==> src/rtl/pipelined_alu_if.sv <==
// pipelined_alu_if: request/result handshake bundle for pipelined_alu
interface pipelined_alu_if #(parameter int WIDTH = 8);
    logic             in_valid;
    logic             in_ready;
    logic [3:0]       ALUop;
    logic             Ci;
    logic [WIDTH-1:0] a;
    logic [WIDTH-1:0] b;
    logic             out_valid;
    logic             out_ready;
    logic [WIDTH-1:0] out;
    logic [WIDTH-1:0] out_hi;
    logic             Cout;
    logic             Zout;
    logic             err;

    modport master (
        output in_valid, ALUop, Ci, a, b, out_ready,
        input  in_ready, out_valid, out, out_hi, Cout, Zout, err
    );

    modport slave (
        input  in_valid, ALUop, Ci, a, b, out_ready,
        output in_ready, out_valid, out, out_hi, Cout, Zout, err
    );
endinterface

==> src/rtl/pipelined_alu.sv <==
// pipelined_alu: handshaked ALU with optional multi-cycle shift-add MUL (enabled by macro ALU_MUL_EN)
module pipelined_alu #(
    parameter int WIDTH = 8
) (
    input logic             clk,
    input logic             rst_n,
    pipelined_alu_if.slave  bus
);
`ifdef ALU_MUL_EN
    typedef enum logic [1:0] {IDLE, BUSY, DONE} state_t;
    localparam int CW = $clog2(WIDTH + 1);
    logic [2*WIDTH-1:0] prod_q, prod_d;
    logic [WIDTH-1:0]   mcand_q, mcand_d;
    logic [CW-1:0]      cnt_q, cnt_d;
    logic [WIDTH:0]     psum;
    logic               is_mul;
`else
    typedef enum logic [1:0] {IDLE, DONE} state_t;
`endif
    state_t           state_q, state_d;
    logic [WIDTH-1:0] out_q, out_d, hi_q, hi_d;
    logic             cout_q, cout_d, zout_q, zout_d, err_q, err_d;
    logic [WIDTH-1:0] alu_r;
    logic             alu_c, alu_e;

    // Single-cycle result for every op except MUL; unknown codes flag err with a zero result
    always_comb begin
        alu_r = '0;
        alu_c = 1'b0;
        alu_e = 1'b0;
        case (bus.ALUop)
            4'd0: {alu_c, alu_r} = {1'b0, bus.a} + {1'b0, bus.b};
            4'd1: {alu_c, alu_r} = {1'b0, bus.a} + {1'b0, bus.b} + {{WIDTH{1'b0}}, bus.Ci};
            4'd2: {alu_c, alu_r} = {1'b0, bus.a} - {1'b0, bus.b};
            4'd3: {alu_c, alu_r} = {1'b0, bus.a} - {1'b0, bus.b} + {{WIDTH{1'b0}}, bus.Ci};
            4'd4: alu_r = bus.a & bus.b;
            4'd5: alu_r = bus.a | bus.b;
            4'd6: alu_r = bus.a ^ bus.b;
            4'd7: alu_r = bus.a & ~bus.b;
            default: alu_e = 1'b1;
        endcase
    end

`ifdef ALU_MUL_EN
    assign is_mul = bus.ALUop == 4'd8;
    assign psum   = {1'b0, prod_q[2*WIDTH-1:WIDTH]} + (prod_q[0] ? {1'b0, mcand_q} : '0);
`endif

    // Next-state and result capture; outputs only move at accept or MUL completion
    always_comb begin
        state_d = state_q;
        out_d   = out_q;
        hi_d    = hi_q;
        cout_d  = cout_q;
        zout_d  = zout_q;
        err_d   = err_q;
`ifdef ALU_MUL_EN
        prod_d  = prod_q;
        mcand_d = mcand_q;
        cnt_d   = cnt_q;
`endif
        case (state_q)
            IDLE: begin
                if (bus.in_valid) begin
`ifdef ALU_MUL_EN
                    if (is_mul) begin
                        state_d = BUSY;
                        prod_d  = {{WIDTH{1'b0}}, bus.b};
                        mcand_d = bus.a;
                        cnt_d   = '0;
                    end else begin
`else
                    begin
`endif
                        state_d = DONE;
                        out_d   = alu_r;
                        hi_d    = '0;
                        cout_d  = alu_c;
                        zout_d  = alu_r == '0;
                        err_d   = alu_e;
                    end
                end
            end
`ifdef ALU_MUL_EN
            BUSY: begin
                if (cnt_q == CW'(WIDTH)) begin
                    state_d = DONE;
                    out_d   = prod_q[WIDTH-1:0];
                    hi_d    = prod_q[2*WIDTH-1:WIDTH];
                    cout_d  = |prod_q[2*WIDTH-1:WIDTH];
                    zout_d  = prod_q[WIDTH-1:0] == '0;
                    err_d   = 1'b0;
                end else begin
                    prod_d = {psum, prod_q[WIDTH-1:1]};
                    cnt_d  = cnt_q + 1'b1;
                end
            end
`endif
            DONE: state_d = bus.out_ready ? IDLE : DONE;
            default: state_d = IDLE;
        endcase
    end

    // State and result registers; reset drops any in-flight or undelivered work
    always_ff @(posedge clk or negedge rst_n) begin
        if (!rst_n) begin
            state_q <= IDLE;
            out_q   <= '0;
            hi_q    <= '0;
            cout_q  <= 1'b0;
            zout_q  <= 1'b0;
            err_q   <= 1'b0;
`ifdef ALU_MUL_EN
            prod_q  <= '0;
            mcand_q <= '0;
            cnt_q   <= '0;
`endif
        end else begin
            state_q <= state_d;
            out_q   <= out_d;
            hi_q    <= hi_d;
            cout_q  <= cout_d;
            zout_q  <= zout_d;
            err_q   <= err_d;
`ifdef ALU_MUL_EN
            prod_q  <= prod_d;
            mcand_q <= mcand_d;
            cnt_q   <= cnt_d;
`endif
        end
    end

    assign bus.in_ready  = state_q == IDLE;
    assign bus.out_valid = state_q == DONE;
    assign bus.out       = out_q;
    assign bus.out_hi    = hi_q;
    assign bus.Cout      = cout_q;
    assign bus.Zout      = zout_q;
    assign bus.err       = err_q;
endmodule
==> src/flat_wrapper.sv <==
// flat-port wrapper written by rule: the top's interface ports become plain ports
module pipelined_alu_flat 
#(
    parameter int WIDTH = 8
)
  (clk, rst_n, bus_in_valid, bus_ALUop, bus_Ci, bus_a, bus_b, bus_out_ready, bus_in_ready, bus_out_valid, bus_out, bus_out_hi, bus_Cout, bus_Zout, bus_err);
  pipelined_alu_if #(.WIDTH(WIDTH)) bus_i ();
  input logic clk;
  input logic rst_n;
  input wire logic [$bits(bus_i.in_valid)-1:0] bus_in_valid;
  input wire logic [$bits(bus_i.ALUop)-1:0] bus_ALUop;
  input wire logic [$bits(bus_i.Ci)-1:0] bus_Ci;
  input wire logic [$bits(bus_i.a)-1:0] bus_a;
  input wire logic [$bits(bus_i.b)-1:0] bus_b;
  input wire logic [$bits(bus_i.out_ready)-1:0] bus_out_ready;
  output wire logic [$bits(bus_i.in_ready)-1:0] bus_in_ready;
  output wire logic [$bits(bus_i.out_valid)-1:0] bus_out_valid;
  output wire logic [$bits(bus_i.out)-1:0] bus_out;
  output wire logic [$bits(bus_i.out_hi)-1:0] bus_out_hi;
  output wire logic [$bits(bus_i.Cout)-1:0] bus_Cout;
  output wire logic [$bits(bus_i.Zout)-1:0] bus_Zout;
  output wire logic [$bits(bus_i.err)-1:0] bus_err;
  assign bus_i.in_valid = bus_in_valid;
  assign bus_i.ALUop = bus_ALUop;
  assign bus_i.Ci = bus_Ci;
  assign bus_i.a = bus_a;
  assign bus_i.b = bus_b;
  assign bus_i.out_ready = bus_out_ready;
  assign bus_in_ready = bus_i.in_ready;
  assign bus_out_valid = bus_i.out_valid;
  assign bus_out = bus_i.out;
  assign bus_out_hi = bus_i.out_hi;
  assign bus_Cout = bus_i.Cout;
  assign bus_Zout = bus_i.Zout;
  assign bus_err = bus_i.err;
  pipelined_alu #(.WIDTH(WIDTH)) u_core (.clk(clk), .rst_n(rst_n), .bus(bus_i));
endmodule
==> config.mk <==
export PLATFORM = sky130hd
export DESIGN_NAME = pipelined_alu_flat
export DESIGN_NICKNAME = d
export VERILOG_FILES = /design/src/rtl/pipelined_alu_if.sv /design/src/rtl/pipelined_alu.sv /design/src/flat_wrapper.sv
export SDC_FILE = /design/constraint.sdc
export NUM_CORES = 1
export LEC_CHECK = 0
export ABC_AREA = 1
export ABC_CLOCK_PERIOD_IN_PS = 1150
export BUFFER_PORTS_ARGS = -buffer_cell sky130_fd_sc_hd__buf_4
export CAP_MARGIN = 20
export CORE_ASPECT_RATIO = 0.75
export CORE_MARGIN = 4
export CORE_UTILIZATION = 52
export DETAILED_ROUTE_END_ITERATION = 10
export PLACE_DENSITY = 0.77
export SKIP_CTS_REPAIR_TIMING = 1
export SLEW_MARGIN = 15
export SYNTH_ARGS = -nofsm -noshare
export SYNTH_HDL_FRONTEND = slang
export SYNTH_SLANG_ARGS = --single-unit
==> constraint.sdc <==
create_clock -name clk -period 1.15 [get_ports clk]
set_input_delay 0.115 -clock clk [delete_from_list [all_inputs] [get_ports clk]]
set_output_delay 0.115 -clock clk [all_outputs]
set_load 0.05 [all_outputs]
==> out/qor.txt, run 1 <==
Iter 0 DRT Violations: 493
Worst Path Max Fanout: 2
Vias: 4003
Max VDD drop: 0.00108 V
Final ANT Viol Nets: 0
clk_skew: 0.00580 ns
GRT Residual Overflow: 0
Fillers: 184
Startpoint Class: primary input
Clk Latency, worst-skew pair: 0.25 ns
fmax: 473 MHz
setup TNS: -6.81 ns
Worst-path clk slew: 0.06 ns
GPL Wtd Cong: 0.959
Post-Route WL: 13200 um
Tot GR Track Use: 28.1%
fin crit share: 184%
Area contributors post-synth: nand2_1 19%, ha_1 14%, dfrtp_1 12%
Clk Tree Root Cell: clkbuf_8
PD cells: 881 nW/um^2
post-layout util: 91.4%
Nets: 622
Top cell by count, worst path: nand2_1
Lkg Pwr: 2.18 nW
Synth area leader: nand2_1
share of cells above drive strength 1: 47.3%
CP max stage delay: 0.56 ns
Post-Syn Area per Cell: 5.85 um^2
drt first pass iters: 8
sequential share of the synthesized area: 11.7%
core area: 4620 um^2
Inst Count DP: 611
Num CTS Buffers: 3
number of core rows: 21
Die Y: 68.9 um
Max Slew Vio Count: 0
most common cell after layout, fill and taps aside: buf_4
H-tree levels: 1
Syn Std Cell Area: 2570 um^2
post-layout minimum cycle time: 2.11 ns
initial antenna violation count: 0
CTS Sinks: 12
Die Wd: 89.2 um
Setup Crit Path Kind: primary input to flip-flop
vias per cell: 6.43
Worst EP required: 1.34 ns
starting density of the core: 55.7%
CTS tree: built
synthesis-stage register bit count: 12
fraction of synthesis flops using an asynchronous set or reset pin: 100%
Die ar.: 6150 um^2
Distinct cells, synth: 37
Hold/Removal Path Class: primary input to flip-flop
crit end category: flip-flop
Hold Vio Cnt, Final: 0
Slowest cell on crit path: fa_2
Primary FF master, synth: dfrtp_1
post-synth top area share: 19.0%
Ports: 46
Final WS setup: -0.962 ns
failing checks: negative setup slack
Setup Viol. Count Final: 11
drt drc: 0
Synthesis Warnings: 0
Area Overhead vs Synth: 64.2%
post-synthesis cell count: 440
ANT cells: 0
Fin Hold WS: 0.0638 ns
Longest Clk Path Bufs: 2
DR WL/cell: 21.2 um
IO buf count: 37
vias in the first global route: 2914
first-pass GRT wire length: 13400 um
cells along the critical path: buf_12, inv_12, ha_4, fa_2, inv_2, ha_4, nand2_1, nand2_1, nor2_2, nand2_2, nor2_4, nand3_2, nor2_2, nand3_1, nor2_1, nand3_1, nand2_1
# Max-Cap Violations: 0
run status: finished, violations left
largest net degree at the start of global routing: 17
hpwl dp: 7140 um
RSZ-0062 raised after global routing: true
Data arrival, critical path: 2.30 ns
most frequent cells in the layout: 116 x buf_4, 101 x nand2_1, 44 x inv_1
Post-synth EDFFs: 0
Non-Filler Instances: 623
-- critical path: cells and delay by family --
kind / cells / cell delay [ns]
AND/OR/NAND/NOR: 11 / 1.07
buffers and inverters: 3 / 0.20
adder cells (fa/ha/maj): 3 / 0.91
-- sequential cells by signal (all words and copies together) (netlist names) --
name	flops
u_core.bus.Cout	1
u_core.bus.Zout	1
u_core.bus.err	1
u_core.bus.out	8
u_core.state_q	1
-- Yosys cell counts, types with 2 or more instances --
library cell,instances
a21oi_1,9
nand3_1,57
nand2_2,7
dfrtp_1,12
o21ai_1,2
xor2_1,3
a21oi_2,3
nand2_1,130
o22ai_1,3
nand3_2,6
nor2_4,3
buf_4,10
nor2_2,9
a31oi_1,4
inv_2,6
fa_1,2
nand4_1,10
nand3b_1,2
o211ai_1,2
nor2_1,47
o21ai_0,12
ha_1,28
inv_1,58
buf_6,2
-- per-layer routing --
metal | part of all wire, % | wire length [um] | vias to the layer above | track usage (%)
met5 | 0 | 0 | - | 0
met4 | 10 | 1350 | 0 | 6.51
met3 | 14 | 1790 | 168 | 4.51
met2 | 43 | 5630 | 415 | 44.7
met1 | 34 | 4460 | 1777 | 39.8
li1 | - | - | 1643 | -
-- area by class of cell --
| cell class | count | area [um^2] | share of cell area (%) |
|---|---|---|---|
| Tap cell | 57 | 71.3 | 1.69 |
| Inverter | 64 | 270 | 6.40 |
| Multi-Input combinational cell | 357 | 2480 | 58.6 |
| Clock buffer | 4 | 55.1 | 1.30 |
| Sequential cell | 12 | 302 | 7.14 |
| Timing Repair Buffer | 129 | 1050 | 24.8 |
-- path summary, 6_finish.rpt --
kind                                   start                 to  slack (ns)  cells after the start
max reg2reg                u_core.state_q[0]    u_core.bus.Zout       -0.18                      9
min reg2reg                  u_core.bus.Zout    u_core.bus.Zout        0.49                      2
min                            bus_out_ready  u_core.state_q[0]        0.06                      2
max                                 bus_a[0]    u_core.bus.Zout       -0.96                     17
max in group asynchronous              rst_n  u_core.state_q[0]        0.69                      2
min in group asynchronous              rst_n  u_core.bus.out[3]        0.28                      2
-- cell families (layout without fill, tap and decap cells) --
| group | count (synthesis) | count (layout) | share of synthesized area [%] |
|---|---|---|---|
| and+or+nand+nor | 276 | 276 | 49.0 |
| DFF | 12 | 12 | 11.7 |
| xor gates and xnor gates | 3 | 3 | 1.02 |
| adders and majority gates | 30 | 30 | 15.2 |
| other | 1 | 8 | 0.146 |
| buffers and inverters | 78 | 197 | 13.5 |
| AOI/OAI and AO/OA | 40 | 40 | 9.58 |
-- power by group --
part / total (mW) / internal, mW / switching [mW] / leakage (nW)
Sequential: 0.568 / 0.509 / 0.0592 / 0.153
Combinational: 2.68 / 0.987 / 1.69 / 1.99
Clock: 0.477 / 0.303 / 0.173 / 0.0288
Total: 3.72 / 1.80 / 1.92 / 2.18
-- through the flow --
step	cell area, um^2	total power [mW]	setup WS, ns
after CTS	3650	3.11	-1.08
final	4230	3.72	-0.962
after global placement	3590	2.59	-1.12
after detailed placement	3590	2.63	-1.26
after floorplan	2710	1.87	-0.790
after global routing	4230	3.88	-0.941
(Power assumes the default switching activity.)
==> inputs of run 2 (changes only) <==
--- a/config.mk
+++ b/config.mk
@@ -19,3 +19,4 @@
 export SYNTH_ARGS = -nofsm -noshare
 export SYNTH_HDL_FRONTEND = slang
 export SYNTH_SLANG_ARGS = --single-unit
+export TNS_END_PERCENT = 1
==> out/qor.txt, run 2 (synthesized netlist as in run 1, its figures left out) <==
Final Cell Area: 3810 um^2 (was 4230 um^2)
Comb pwr share: 68.3% (was 71.9%)
Num CTS Buffers: 3 (unchanged)
max reg flops: 8 (unchanged)
Area Overhead vs Synth: 48.0% (was 64.2%)
Final WS setup: -0.798 ns (was -0.962 ns)
Power Internal: 1.65 mW (was 1.80 mW)
Clock Power Share: 14.5% (was 12.8%)
largest net degree at the start of global routing: 17 (unchanged)
drt first pass iters: 5 (was 8)
Nets: 618 (was 622)
Final ANT Viol Nets: 0 (unchanged)
CTS Sinks: 12 (unchanged)
Lkg Pwr: 2.08 nW (was 2.18 nW)
Die Wd: 89.2 um (unchanged)
Die Y: 68.9 um (unchanged)
Ports: 46 (unchanged)
clk_skew: 0.00461 ns (was 0.00580 ns)
Tot GR Track Use: 27.9% (was 28.1%)
P_sw: 1.57 mW (was 1.92 mW)
Switching Fraction: 48.7% (was 51.6%)
Worst-path clk slew: 0.05 ns (was 0.06 ns)
first-pass GRT wire length: 13500 um (was 13400 um)
Fin Hold WS: 0.0490 ns (was 0.0638 ns)
GRT Residual Overflow: 0 (unchanged)
Data arrival, critical path: 2.13 ns (was 2.30 ns)
Setup Crit Path Kind: primary input to flip-flop (unchanged)
vias in the first global route: 2957 (was 2914)
Longest Clk Path Bufs: 2 (unchanged)
Sequential Power Share: 17.3% (was 15.3%)
fmax: 513 MHz (was 473 MHz)
IO buf count: 37 (unchanged)
Post-Route WL: 8540 um (was 13200 um)
core area: 4620 um^2 (unchanged)
starting density of the core: 55.7% (unchanged)
PD cells: 845 nW/um^2 (was 881 nW/um^2)
Die ar.: 6150 um^2 (unchanged)
run status: finished, violations left (unchanged)
most common cell after layout, fill and taps aside: nand2_1 (was buf_4)
# Max-Cap Violations: 0 (unchanged)
initial antenna violation count: 0 (unchanged)
Worst EP required: 1.34 ns (about the same)
drt drc: 0 (unchanged)
Startpoint Class: primary input (unchanged)
DR WL/cell: 13.8 um (was 21.2 um)
Clk Latency, worst-skew pair: 0.25 ns (about the same)
Vias: 3237 (was 4003)
Hold Vio Cnt, Final: 0 (unchanged)
GPL Wtd Cong: 0.978 (was 0.959)
post-layout minimum cycle time: 1.95 ns (was 2.11 ns)
CTS tree: built (unchanged)
Iter 0 DRT Violations: 277 (was 493)
Hold/Removal Path Class: primary input to flip-flop (unchanged)
crit end category: flip-flop (unchanged)
hpwl dp: 7160 um (was 7140 um)
Max Slew Vio Count: 0 (unchanged)
H-tree levels: 1 (unchanged)
ANT cells: 0 (unchanged)
Post-DP Area: 3560 um^2 (was 3590 um^2)
most frequent cells in the layout: 126 x nand2_1, 119 x buf_4, 52 x nand3_1 (was 116 x buf_4, 101 x nand2_1, 44 x inv_1)
RSZ-0062 raised after global routing: true (unchanged)
fin crit share: 169% (was 184%)
Worst Path Max Fanout: 2 (unchanged)
Clk Tree Root Cell: clkbuf_8 (unchanged)
Setup Viol. Count Final: 10 (was 11)
number of core rows: 21 (unchanged)
share of cells above drive strength 1: 36.3% (was 47.3%)
vias per cell: 5.23 (was 6.43)
Max VDD drop: 0.000833 V (was 0.00108 V)
failing checks: negative setup slack (unchanged)
[run 2: cell types whose count changed in the layout (fill, tap and decap cells not counted), sizes merged]
cell and delta:
buf -4, clkinvlp -2, inv +2
[run 2: power groups by stage]
stage | registers [mW] | clock network [mW] | logic (mW)
after floorplan | 0.860 | 0 | 0.964
after global placement | 0.557 | 0 | 1.98
after detailed placement | 0.560 | 0 | 2.03
after CTS | 0.556 | 0.473 | 2.04
after global routing | 0.566 | 0.499 | 2.37
final | 0.556 | 0.465 | 2.20
[run 2: metrics by stage]
stage	worst slack, ns	setup TNS (ns)	util, %	total power [mW]	std cells
2_1_floorplan	-0.790	-6.95	-	1.82	447
3_3_place_gp	-1.12	-8.72	77.1	2.54	613
3_5_place_dp	-1.22	-9.46	77.1	2.59	613
4_1_cts	-0.981	-6.96	78.2	3.07	617
5_1_grt	-0.891	-6.59	82.4	3.44	619
6_report	-0.798	-5.64	82.4	3.22	619
[run 2: area by class of cell]
class                      count  area [um^2]
clock buffer                   4         55.1
fill                         345          816
inverter                      64          253
multi-input combinational    357         2140
sequential                    12          300
tap                           57         71.3
timing repair buffer         125          986
[run 2: final timing paths]
check | startpoint | endpoint | slack, ns | cells after the start
hold reg to reg | u_core.bus.out[5] | u_core.bus.out[5] | 0.49 | 2
hold / removal | bus_out_ready | u_core.state_q[0] | 0.05 | 2
max in group asynchronous | rst_n | u_core.bus.out[2] | 0.72 | 2
setup reg to reg | u_core.state_q[0] | u_core.bus.Zout | -0.19 | 9
min in group asynchronous | rst_n | u_core.bus.Zout | 0.27 | 2
setup / recovery | bus_a[0] | u_core.bus.Zout | -0.80 | 17
[run 2: per-layer routing]
metal / part of all wire (%) / wire length, um / global-route usage [%]
met1: 46 / 3890 / 40.0
met2: 45 / 3880 / 46.0
met3: 6.8 / 583 / 3.09
met4: 2.1 / 176 / 3.72
met5: 0 / 0 / 0
[run 2: critical path: stages]
cell     delay, ns
buf_12        0.10
ha_4          0.13
inv_2         0.04
fa_1          0.53
inv_2         0.06
ha_4          0.21
nand3_2       0.05
nand2_1       0.06
nor2_1        0.11
nand2_1       0.07
nor2_2        0.12
nand3_2       0.08
nor2_2        0.11
nand3_1       0.08
nor2_1        0.12
nand3_1       0.08
nand2_1       0.07
==> inputs of run 3 (changes only) <==
--- a/config.mk
+++ b/config.mk
@@ -6,14 +6,14 @@
 export NUM_CORES = 1
 export LEC_CHECK = 0
 export ABC_AREA = 1
-export ABC_CLOCK_PERIOD_IN_PS = 1150
+export ABC_CLOCK_PERIOD_IN_PS = 1700
 export BUFFER_PORTS_ARGS = -buffer_cell sky130_fd_sc_hd__buf_4
 export CAP_MARGIN = 20
 export CORE_ASPECT_RATIO = 0.75
 export CORE_MARGIN = 4
-export CORE_UTILIZATION = 52
+export CORE_UTILIZATION = 30
 export DETAILED_ROUTE_END_ITERATION = 10
-export PLACE_DENSITY = 0.77
+export PLACE_DENSITY = 0.49
 export SKIP_CTS_REPAIR_TIMING = 1
 export SLEW_MARGIN = 15
 export SYNTH_ARGS = -nofsm -noshare
==> constraint.sdc (replaced) <==
create_clock -name clk -period 1.7 [get_ports clk]
set_input_delay 0.17 -clock clk [delete_from_list [all_inputs] [get_ports clk]]
set_output_delay 0.17 -clock clk [all_outputs]
set_load 0.05 [all_outputs]
==> out/qor.txt, run 3 (synthesized netlist as in run 1, its figures left out) <==
hold path cells: 2 (unchanged)
Reg area: 300 um^2 (unchanged)
Area Overhead vs Synth: 50.9% (was 48.0%)
Worst R2R Setup Slack: 0.42 ns (was -0.19 ns)
# Max-Cap Violations: 0 (unchanged)
Final ANT Viol Nets: 0 (unchanged)
Slowest cell on crit path: fa_2 (was fa_1)
Worst EP required: 1.87 ns (was 1.34 ns)
Startpoint Class: primary input (unchanged)
core area: 8130 um^2 (was 4620 um^2)
Max VDD drop: 0.000509 V (was 0.000833 V)
DR WL/cell: 13.0 um (was 13.8 um)
Tot GR Track Use: 17.1% (was 27.9%)
share of cells above drive strength 1: 36.6% (was 36.3%)
Die Wd: 115 um (was 89.2 um)
CP max stage delay: 0.58 ns (was 0.53 ns)
Lkg Pwr: 2.11 nW (was 2.08 nW)
Hold Vio Cnt, Final: 0 (unchanged)
HP Start: bus_out_ready (unchanged)
drt first pass iters: 5 (unchanged)
number of core rows: 28 (was 21)
vias in the first global route: 2976 (was 2957)
Hold/Removal Path Class: primary input to flip-flop (unchanged)
largest net degree at the start of global routing: 17 (unchanged)
drt drc: 0 (unchanged)
Final WS setup: -0.332 ns (was -0.798 ns)
Worst Path Max Fanout: 2 (unchanged)
Hold EP: u_core.state_q[0] (unchanged)
starting density of the core: 31.7% (was 55.7%)
Die ar.: 10100 um^2 (was 6150 um^2)
Clk Latency, worst-skew pair: 0.24 ns (was 0.25 ns)
Setup Crit Path Kind: primary input to flip-flop (unchanged)
Post-Route WL: 8720 um (was 8540 um)
max reg flops: 8 (unchanged)
RSZ-0062 raised after global routing: true (unchanged)
fmax: 492 MHz
Top cell by count, worst path: nand2_1 (unchanged)
Clk Tree Root Cell: clkbuf_16 (was clkbuf_8)
Die Y: 88.2 um (was 68.9 um)
run status: finished, violations left (unchanged)
Data arrival, critical path: 2.21 ns (was 2.13 ns)
pre-CTS setup slack: -0.718 ns (was -1.22 ns)
post-layout minimum cycle time: 2.03 ns
CTS tree: built (unchanged)
initial antenna violation count: 0 (unchanged)
GPL Wtd Cong: 0.931 (was 0.978)
Nets: 621 (was 618)
crit end category: flip-flop (unchanged)
IO buf count: 37 (unchanged)
clk_skew: 0.000375 ns (was 0.00461 ns)
Worst-path clk slew: 0.04 ns (was 0.05 ns)
first-pass GRT wire length: 14000 um (was 13500 um)
worst r2r path cells: 9 (unchanged)
Vias: 3131 (was 3237)
Critical R2R Capture: u_core.bus.Zout (unchanged)
hpwl dp: 7520 um (was 7160 um)
H-tree levels: 1 (unchanged)
ANT cells: 0 (unchanged)
Fin Hold WS: 0.131 ns (was 0.0490 ns)
Ports: 46 (unchanged)
cells along the critical path: buf_12, inv_12, ha_4, fa_2, inv_2, ha_4, nand2_1, nand2_1, nor2_1, nand2_1, nor2_2, nand3_1, nor2_2, nand3_2, nor2_1, nand3_1, nand2_1 (was buf_12, ha_4, inv_2, fa_1, inv_2, ha_4, nand3_2, nand2_1, nor2_1, nand2_1, nor2_2, nand3_2, nor2_2, nand3_1, nor2_1, nand3_1, nand2_1)
Fillers: 849 (was 345)
Non-Filler Instances: 670 (was 619)
Num CTS Buffers: 3 (unchanged)
most frequent cells in the layout: 122 x nand2_1, 122 x buf_4, 52 x inv_1 (was 126 x nand2_1, 119 x buf_4, 52 x nand3_1)
GRT Residual Overflow: 0 (unchanged)
PD cells: 595 nW/um^2 (was 845 nW/um^2)
reg2reg start: u_core.state_q[0] (unchanged)
vias per cell: 4.67 (was 5.23)
Longest Clk Path Bufs: 2 (unchanged)
multi-input logic area: 2090 um^2 (was 2140 um^2)
Max Slew Vio Count: 0 (unchanged)
CTS Sinks: 12 (unchanged)
fin crit share: 120%
Setup Viol. Count Final: 8 (was 10)
failing checks: negative setup slack (unchanged)
Iter 0 DRT Violations: 144 (was 277)
Inst Count DP: 664 (was 613)
-- run 3: cell type report --
class,count,area share (%)
Sequential cell,12,7.73
Timing Repair Buffer,128,26.2
Multi-Input combinational cell,357,53.9
Tap cell,105,3.38
Clock buffer,4,2.29
Inverter,64,6.51
-- run 3: metrics by stage --
step                instance area, um^2  utilization [%]  total power [mW]  TNS, ns
floorplan                          2650                -              1.23   -0.760
global placement                   3660             45.0              1.76    -4.52
detailed placement                 3660             45.0              1.77    -4.89
CTS                                3750             46.1              2.27    -2.52
global route                       3880             47.8              2.48    -2.38
finish                             3880             47.8              2.31    -1.35
-- run 3: how the worst max path moves through the flow --
stage,start,to
detailed placement,bus_a[0],u_core.bus.Zout
CTS,bus_a[0],u_core.bus.Zout
floorplan,bus_a[0],u_core.bus.Zout
finish,bus_a[0],u_core.bus.Zout
global placement,bus_a[0],u_core.bus.Zout
global route,bus_a[0],u_core.bus.Zout
-- run 3: where the power goes --
group          internal, mW  switching [mW]  leakage, nW
Sequential            0.344          0.0312        0.154
Combinational         0.564           0.895         1.91
Clock                 0.355           0.122       0.0442
-- run 3: worst max-delay path, delay by kind of cell --
family / cells / cell delay, ns
fa+ha+maj: 3 / 0.93
simple gates: 11 / 0.93
buf+inv: 3 / 0.18
-- run 3: layer usage --
layer	global-route usage, %	routed length [um]	vias to the layer above
met3	1.71	346	6
met5	0	0	-
li1	-	-	1640
met4	2.13	67	0
met1	25.0	4460	1420
met2	28.0	3850	65
